===== src/rtl/axis_pkt_gen.sv =====
// AXI-Stream packet source: programmable-length packets of incrementing data,
// single-shot or continuous with a fixed idle gap between packets.
module axis_pkt_gen #(
  parameter int unsigned DATA_W   = 8,
  parameter int unsigned LEN_W    = 8,
  parameter int unsigned IDLE_GAP = 2
) (
  input  logic              clk,
  input  logic              rst,
  input  logic              start,
  input  logic [LEN_W-1:0]  pkt_len,
  input  logic [DATA_W-1:0] seed,
  input  logic              cont_mode,
  output logic [DATA_W-1:0] m_data,
  output logic              m_valid,
  input  logic              m_ready,
  output logic              m_last,
  output logic              busy,
  output logic              done,
  output logic [15:0]       pkt_cnt
);

  localparam int unsigned GapW = (IDLE_GAP > 1) ? $clog2(IDLE_GAP + 1) : 1;

  typedef enum logic [1:0] {StIdle, StSend, StGap} state_e;

  state_e              state_q, state_d;
  logic [LEN_W-1:0]    len_q, len_d;
  logic [LEN_W-1:0]    beat_q, beat_d;
  logic [DATA_W-1:0]   data_q, data_d;
  logic                last_q, last_d;
  logic                done_q, done_d;
  logic [15:0]         cnt_q, cnt_d;
  logic [GapW-1:0]     gap_q, gap_d;

  always_ff @(posedge clk or negedge rst) begin
    if (!rst) begin
      state_q <= StIdle;
      len_q   <= '0;
      beat_q  <= '0;
      data_q  <= '0;
      last_q  <= 1'b0;
      done_q  <= 1'b0;
      cnt_q   <= '0;
      gap_q   <= '0;
    end else begin
      state_q <= state_d;
      len_q   <= len_d;
      beat_q  <= beat_d;
      data_q  <= data_d;
      last_q  <= last_d;
      done_q  <= done_d;
      cnt_q   <= cnt_d;
      gap_q   <= gap_d;
    end
  end

  // data_q always holds the beat on the bus; since the next packet's seed is
  // seed+len, a continuing train simply keeps incrementing it.
  always_comb begin
    state_d = state_q;
    len_d   = len_q;
    beat_d  = beat_q;
    data_d  = data_q;
    last_d  = last_q;
    done_d  = 1'b0;
    cnt_d   = cnt_q;
    gap_d   = gap_q;
    case (state_q)
      StIdle: begin
        if (start && (pkt_len != '0)) begin
          state_d = StSend;
          len_d   = pkt_len;
          data_d  = seed;
          beat_d  = '0;
          last_d  = (pkt_len == LEN_W'(1));
        end
      end
      StSend: begin
        if (m_ready) begin
          data_d = data_q + 1'b1;
          if (last_q) begin
            done_d = 1'b1;
            cnt_d  = cnt_q + 1'b1;
            beat_d = '0;
            last_d = (len_q == LEN_W'(1));
            if (!cont_mode) begin
              state_d = StIdle;
            end else if (IDLE_GAP == 0) begin
              state_d = StSend;
            end else begin
              state_d = StGap;
              gap_d   = '0;
            end
          end else begin
            beat_d = beat_q + 1'b1;
            last_d = ((beat_q + 1'b1) == (len_q - 1'b1));
          end
        end
      end
      StGap: begin
        if (gap_q == GapW'(IDLE_GAP - 1)) begin
          state_d = StSend;
        end else begin
          gap_d = gap_q + 1'b1;
        end
      end
      default: state_d = StIdle;
    endcase
  end

  // Outputs decode registered state only; no input-to-output paths.
  always_comb begin
    m_valid = (state_q == StSend);
    m_last  = (state_q == StSend) && last_q;
    busy    = (state_q != StIdle);
    m_data  = data_q;
    done    = done_q;
    pkt_cnt = cnt_q;
  end

endmodule


===== config.mk =====
export PLATFORM = sky130hd
export DESIGN_NAME = axis_pkt_gen
export DESIGN_NICKNAME = d
export VERILOG_FILES = /design/src/rtl/axis_pkt_gen.sv
export SDC_FILE = /design/constraint.sdc
export NUM_CORES = 1
export LEC_CHECK = 0
export BUFFER_PORTS_ARGS = -buffer_cell sky130_fd_sc_hd__buf_2
export CORE_MARGIN = 4
export CORE_UTILIZATION = 40
export CTS_CLUSTER_SIZE = 20
export DETAILED_ROUTE_END_ITERATION = 7
export GPL_ROUTABILITY_DRIVEN = 0
export PLACE_DENSITY = 0.64
export SYNTH_ARGS = -nofsm -noshare
export SYNTH_HDL_FRONTEND = slang
export SYNTH_SLANG_ARGS = --single-unit

===== constraint.sdc =====
create_clock -name clk -period 1.67 [get_ports clk]
set_input_delay 0.2505 -clock clk [delete_from_list [all_inputs] [get_ports clk]]
set_output_delay 0.2505 -clock clk [all_outputs]
set_load 0.02 [all_outputs]

==> results.tsv, run 1 <==
stage	metric	value	unit
status	status	complete, no violations	
route	mean routed wirelength per cell	13.9	um
route	final wirelength	5650	um
yosys	largest family of logic cells by synthesized area	simple AND/OR/NAND/NOR gates	
route	Via Count	2058	
sta	final setup vio count	0	
yosys	mux cell area share after synthesis	0.0401	
sta	RSZ-0062 raised after global routing	yes	
sta	Slew @ Worst Pin	326	ps
run	Max Cap Viol	0	
sta	Final min period	1660	ps
worst_hold_path	Tightest Hold Check Type	input pin to register	
sta	fin crit share	0.992	
clock_tree	CTS buffer count	5	
finish	proportion of layout cells with a drive suffix above 1	0.421	
sta	setup ws final	13.5	ps
clock_tree	Worst-Skew Late Latency	300	ps
yosys	Mean Syn Cell Area	10.3	um^2
sta	WHS	199	ps
sta	fin. max-slew vios	0	
place	DP Area	3060	um^2
power	Clock power frac	0.139	
yosys	Seq/Total Area, Yosys	0.462	
power	switching share of power	0.403	
place	# port buffers	48	
power	Worst VDD drop	0.894	mV
yosys	compound-cell area share of the yosys netlist	0.128	
yosys	post-synthesis xor/xnor area fraction	0.117	
route	initial drt markers	151	
floorplan	Core ar.	5990	um^2
finish	commonest non-fill, non-tap cell in the layout	buf_2	
yosys	library cells used by synthesis	53	
finish	cell area after layout	3330	um^2
critical_path	WP data arrival	1850	ps
grt	first-pass GRT wire length	9580	um
yosys	Syn Std Cell Area	2490	um^2
power	Pwr Density	1520	nW/um^2
clock_tree	Root Buffer	clkbuf_8	
place	Setup WS pre-CTS	-63.8	ps
critical_path	crit end category	register	
finish	Layout fillers	538	
yosys	Async SR Flop Fraction	1.00	
power	sw power	2.05	mW
power	Cell Int Power	3.03	mW
critical_path	crit-path max FO	3	
yosys	Simple-Gate Fraction of Synth Area	0.189	
clock_tree	H-Tree Depth	2	
sta	slew margin rel.	0.781	
grt	largest net degree at the start of global routing	18	
floorplan	DIE WIDTH	87.0	um
finish	non-filler cells, final	405	
floorplan	Initial Utilization	0.416	
sta	Final Hold Fails	0	
power	Flop pwr share	0.346	
floorplan	IO Count	49	
yosys	top cells by area, synth	dfrtp_1 46%, xnor2_1 6.3%, mux2_2 3.6%	
finish	number of diodes	0	
finish	commonest non-fill, non-tap cells in the layout	48 x buf_2, 43 x dfrtp_1, 36 x buf_4, 22 x nand2_1, 18 x xnor2_1	
grt	vias in the first global route	2029	
critical_path	Critical Path RT	1860	ps
critical_path	Startpoint Class	register	
power	Comb pwr share	0.514	
sta	Fin Clk Skew	7.29	ps
route	Pre-antenna DRT Iters	4	
power	Pleak	1.60	nW
floorplan	die area	7560	um^2
sta	Setup TNS Final	0	ps
finish	Layout area overhead	33.6	%
route	DR vias/cell	5.08	
yosys	Net Count, Synth	268	
yosys	Synth area leader	dfrtp_1	
finish	Storage cell area	1150	um^2
route	post-route ant nets	0	
clock_tree	CTS sink cnt	46	
clock_tree	CTS tree	done	
floorplan	# rows	28	
sta	fmax	0.604	GHz
grt	initial antenna violation count	0	
grt	total track usage	0.158	
clock_tree	Clock Tree Buf Depth	2	
critical_path	Setup CP Type	register to register	
yosys	EDFF count, synth	0	
yosys	post-synthesis adder-cell area fraction	0.0301	
yosys	synthesized flop and latch total	46	
clock_tree	clock-pin slew on the worst setup and hold paths	90	ps
yosys	Ys Warns	0	
finish	Multi-input gate area	1390	um^2
floorplan	Vert. Die Dim	87.0	um
yosys	top cell type's share of synthesized area	0.462	
yosys	Synth Instances	241	
finish	layout net count	356	
place	placed cell count	391	
grt	grt ovf	0	
place	dpl hpwl	4190	um
yosys	Synth Flop Type	dfrtp_1	
route	DRC	0	
final timing paths:
path	startpoint	end	slack (ps)	cells past startpoint
setup reg to reg	len_q[3]$_DFFE_PN0P_	last_q$_DFFE_PN0P_	10	5
min in group asynchronous	rst	state_q[1]$_DFFE_PN0P_	360	2
hold / removal	pkt_len[3]	len_q[3]$_DFFE_PN0P_	200	2
max in group asynchronous	rst	beat_q[3]$_DFFE_PN0P_	760	3
hold reg to reg	pkt_cnt[15]$_DFFE_PN0P_	pkt_cnt[15]$_DFFE_PN0P_	480	1
setup / recovery	len_q[3]$_DFFE_PN0P_	last_q$_DFFE_PN0P_	10	5
cells by family after synthesis:
family                   after synthesis
AO/OA/AOI/OAI                         52
XOR/XNOR                              30
adder cells (fa/ha/maj)                6
buffers and inverters                 15
flip-flops                            46
multiplexers                           9
AND/OR/NAND/NOR                       83
state kept, by name, indices dropped and copies added (netlist names):
signal and count:
len_q 8, state_q 2, gap_q 2, beat_q 8, done 1, last_q 1
pkt_cnt 16, m_data 8
layer usage:
layer  track usage  routed length [um]  vias to the layer above
met4        0.0467                  58                        0
met5             0                   0                        -
li1              -                   -                     1039
met2         0.248                2610                       47
met3        0.0255                 320                        6
met1         0.226                2660                      966
through the flow:
stage,utilization,power (mW)
after global routing,0.556,5.43
after detailed placement,0.511,3.97
after floorplan,-,3.21
after global placement,0.511,3.93
after CTS,0.544,4.96
final,0.556,5.08
power groups by stage:
| stage | combinational (mW) | clock [mW] | sequential, mW |
|---|---|---|---|
| global placement | 2.19 | 0 | 1.74 |
| global route | 2.85 | 0.767 | 1.82 |
| finish | 2.61 | 0.706 | 1.76 |
| detailed placement | 2.22 | 0 | 1.75 |
| floorplan | 1.35 | 0 | 1.87 |
| CTS | 2.49 | 0.726 | 1.74 |
cells in the mapped netlist, types with 3 or more instances:
master    number
mux2_2         8
nor2_1        10
and3_1         7
nand2_1       23
xor2_1        10
buf_4          3
o22ai_1        3
xnor2_1       18
inv_1          6
o21ai_0       16
nor2b_1        3
dfrtp_1       46
nand4_1        6
ha_1           6
nand2b_1       3
nand3_1       10
a31oi_1        4
o31ai_1        5
clkbuf_1       3
a21oi_1       12
timing repair:
item,CTS,global route
hold buffers,1,0
setup endpoints to repair,5,16
hold endpoints to repair,12,0
resized for setup,13,23
buffers inserted,3,1
pin swaps,9,2
cloned,1,0
critical path, cell delays in order, from the launching register on:
cell and delay [ps]:
dfrtp_1 400, or2_1 230, or4_4 490, and4_4 180
o2111ai_2 150, o21ai_1 90
layout make-up:
class / instances / area share
Clock buffer: 5 / 0.0207
Multi-Input combinational cell: 180 / 0.417
Clock inverter: 3 / 0.00751
Timing Repair Buffer: 90 / 0.173
Tap cell: 75 / 0.0282
Sequential cell: 46 / 0.347
Inverter: 6 / 0.00676
Power figures use the tool's default switching activity.
==> run 2: changes to the inputs <==
--- a/config.mk
+++ b/config.mk
@@ -11,7 +11,7 @@
 export CTS_CLUSTER_SIZE = 20
 export DETAILED_ROUTE_END_ITERATION = 7
 export GPL_ROUTABILITY_DRIVEN = 0
-export PLACE_DENSITY = 0.64
+export PLACE_DENSITY_LB_ADDON = 0.08
 export SYNTH_ARGS = -nofsm -noshare
 export SYNTH_HDL_FRONTEND = slang
 export SYNTH_SLANG_ARGS = --single-unit
==> constraint.sdc (replaced) <==
create_clock -name clk -period 1.4 [get_ports clk]
set_input_delay 0.21 -clock clk [delete_from_list [all_inputs] [get_ports clk]]
set_output_delay 0.21 -clock clk [all_outputs]
set_load 0.02 [all_outputs]
==> results.tsv, run 2 (same netlist as run 1, synthesis figures left out) <==
stage	metric	value	unit
status	status	finished, violations left	
status	failing checks	negative setup slack	
power	Comb pwr share	0.587	
grt	total track usage	0.184	
floorplan	die area	7560	um^2
finish	proportion of layout cells with a drive suffix above 1	0.585	
sta	fmax	0.601	GHz
sta	Slew @ Worst Pin	360	ps
floorplan	# rows	28	
power	Flop pwr share	0.277	
finish	max reg flops	16	
sta	final setup vio count	40	
route	DRC	0	
finish	cell area after layout	4030	um^2
finish	non-filler cells, final	444	
finish	Layout area overhead	61.6	%
power	switching share of power	0.385	
critical_path	crit end category	register	
sta	fin crit share	1.19	
route	Pre-antenna DRT Iters	4	
clock_tree	Root Buffer	clkbuf_8	
route	DR vias/cell	5.13	
sta	RSZ-0062 raised after global routing	yes	
finish	Layout fillers	470	
place	DP Area	3310	um^2
clock_tree	clock-pin slew on the worst setup and hold paths	100	ps
floorplan	IO Count	49	
clock_tree	CTS sink cnt	46	
route	initial drt markers	84	
power	Pwr Density	1870	nW/um^2
place	dpl hpwl	4290	um
sta	Setup TNS Final	-6730	ps
worst_hold_path	Tightest Hold Check Type	input pin to register	
sta	Final min period	1660	ps
critical_path	cells on worst reg2reg path	5	
clock_tree	CTS buffer count	5	
grt	grt ovf	0	
floorplan	DIE WIDTH	87.0	um
finish	number of diodes	0	
sta	fin. max-slew vios	0	
finish	layout net count	395	
power	Clock power frac	0.136	
sta	setup ws final	-263	ps
sta	Fin Clk Skew	13.4	ps
power	Pleak	1.92	nW
critical_path	Critical Path RT	1590	ps
critical_path	Startpoint Class	register	
finish	commonest non-fill, non-tap cells in the layout	62 x buf_4, 45 x buf_2, 43 x dfrtp_1, 19 x nand2_1, 15 x xnor2_1	
worst_hold_path	Cells on Worst Hold Path	3	
power	Worst VDD drop	1.07	mV
route	mean routed wirelength per cell	14.8	um
finish	commonest non-fill, non-tap cell in the layout	buf_4	
grt	largest net degree at the start of global routing	47	
critical_path	crit-path max FO	3	
critical_path	Setup CP Type	register to register	
run	Max Cap Viol	0	
route	Via Count	2276	
route	post-route ant nets	0	
place	placed cell count	413	
sta	slew margin rel.	0.758	
clock_tree	H-Tree Depth	2	
clock_tree	Clock Tree Buf Depth	2	
floorplan	Initial Utilization	0.416	
floorplan	Vert. Die Dim	87.0	um
grt	vias in the first global route	2362	
grt	first-pass GRT wire length	11000	um
sta	Final Hold Fails	0	
route	final wirelength	6590	um
power	total power	7.52	mW
clock_tree	CTS tree	done	
critical_path	WP data arrival	1860	ps
grt	initial antenna violation count	0	
power	sw power	2.90	mW
clock_tree	Worst-Skew Late Latency	300	ps
floorplan	Core ar.	5990	um^2
power	Cell Int Power	4.62	mW
place	# port buffers	48	
[run 2: cell types whose count changed in the layout (fill, tap and decap cells not counted), sizes merged]
cell,previous run,this run
buf,89,128
bufinv,0,1
clkinv,1,0
clkinvlp,1,2
inv,7,6
[run 2: routing by layer]
| layer | global-route usage | routed length, um |
|---|---|---|
| met5 | 0 | 0 |
| met2 | 0.315 | 3210 |
| met1 | 0.231 | 2980 |
| met4 | 0.0623 | 110 |
| met3 | 0.0350 | 282 |
[run 2: critical path: stages (launching register included)]
cell and delay [ps]:
dfrtp_1 400, or2_1 250, or4_4 490, and4_4 180, o2111ai_2 150, o21ai_1 70
[run 2: area by class of cell]
type	instances	area [um^2]	area share
multi-input cells	180	1630	0.404
flip-flops and latches	46	1150	0.287
repair buffers	129	1020	0.252
clock buffers	5	68.8	0.0171
well taps	75	93.8	0.0233
clock inverters	3	45.0	0.0112
inverters	6	22.5	0.00559
[run 2: power by group through the flow]
stage	logic, mW	clock network (mW)	registers (mW)
finish	4.41	1.03	2.08
global route	4.76	1.10	2.14
floorplan	1.69	0	2.25
CTS	3.92	1.05	2.05
detailed placement	2.99	0	2.06
global placement	2.95	0	2.05
[run 2: worst paths after layout]
kind                                         start  slack, ps                       to
min                                      cont_mode        150   state_q[1]$_DFFE_PN0P_
max                           len_q[3]$_DFFE_PN0P_       -260       last_q$_DFFE_PN0P_
max reg2reg                   len_q[3]$_DFFE_PN0P_       -260       last_q$_DFFE_PN0P_
min reg2reg                pkt_cnt[15]$_DFFE_PN0P_        470  pkt_cnt[15]$_DFFE_PN0P_
min in group asynchronous                      rst        410    beat_q[7]$_DFFE_PN0P_
max in group asynchronous                      rst        720   pkt_cnt[1]$_DFFE_PN0P_
[run 2: per-stage QoR]
step	utilization	worst slack, ps	hold WS [ps]
floorplan	-	-250	-85.6
global placement	0.553	-310	217
detailed placement	0.553	-359	219
CTS	0.639	-265	139
global route	0.673	-325	146
finish	0.673	-263	155
[run 2: timing repair]
| action | CTS | global route |
|---|---|---|
| gates resized for setup | 54 | 31 |
| hold buffers | 1 | 0 |
| cloned | 3 | 0 |
| setup buffers | 14 | 6 |
| pin swaps | 26 | 19 |
| endpoints found under the hold margin | 46 | 0 |
| setup endpoints to repair | 37 | 43 |
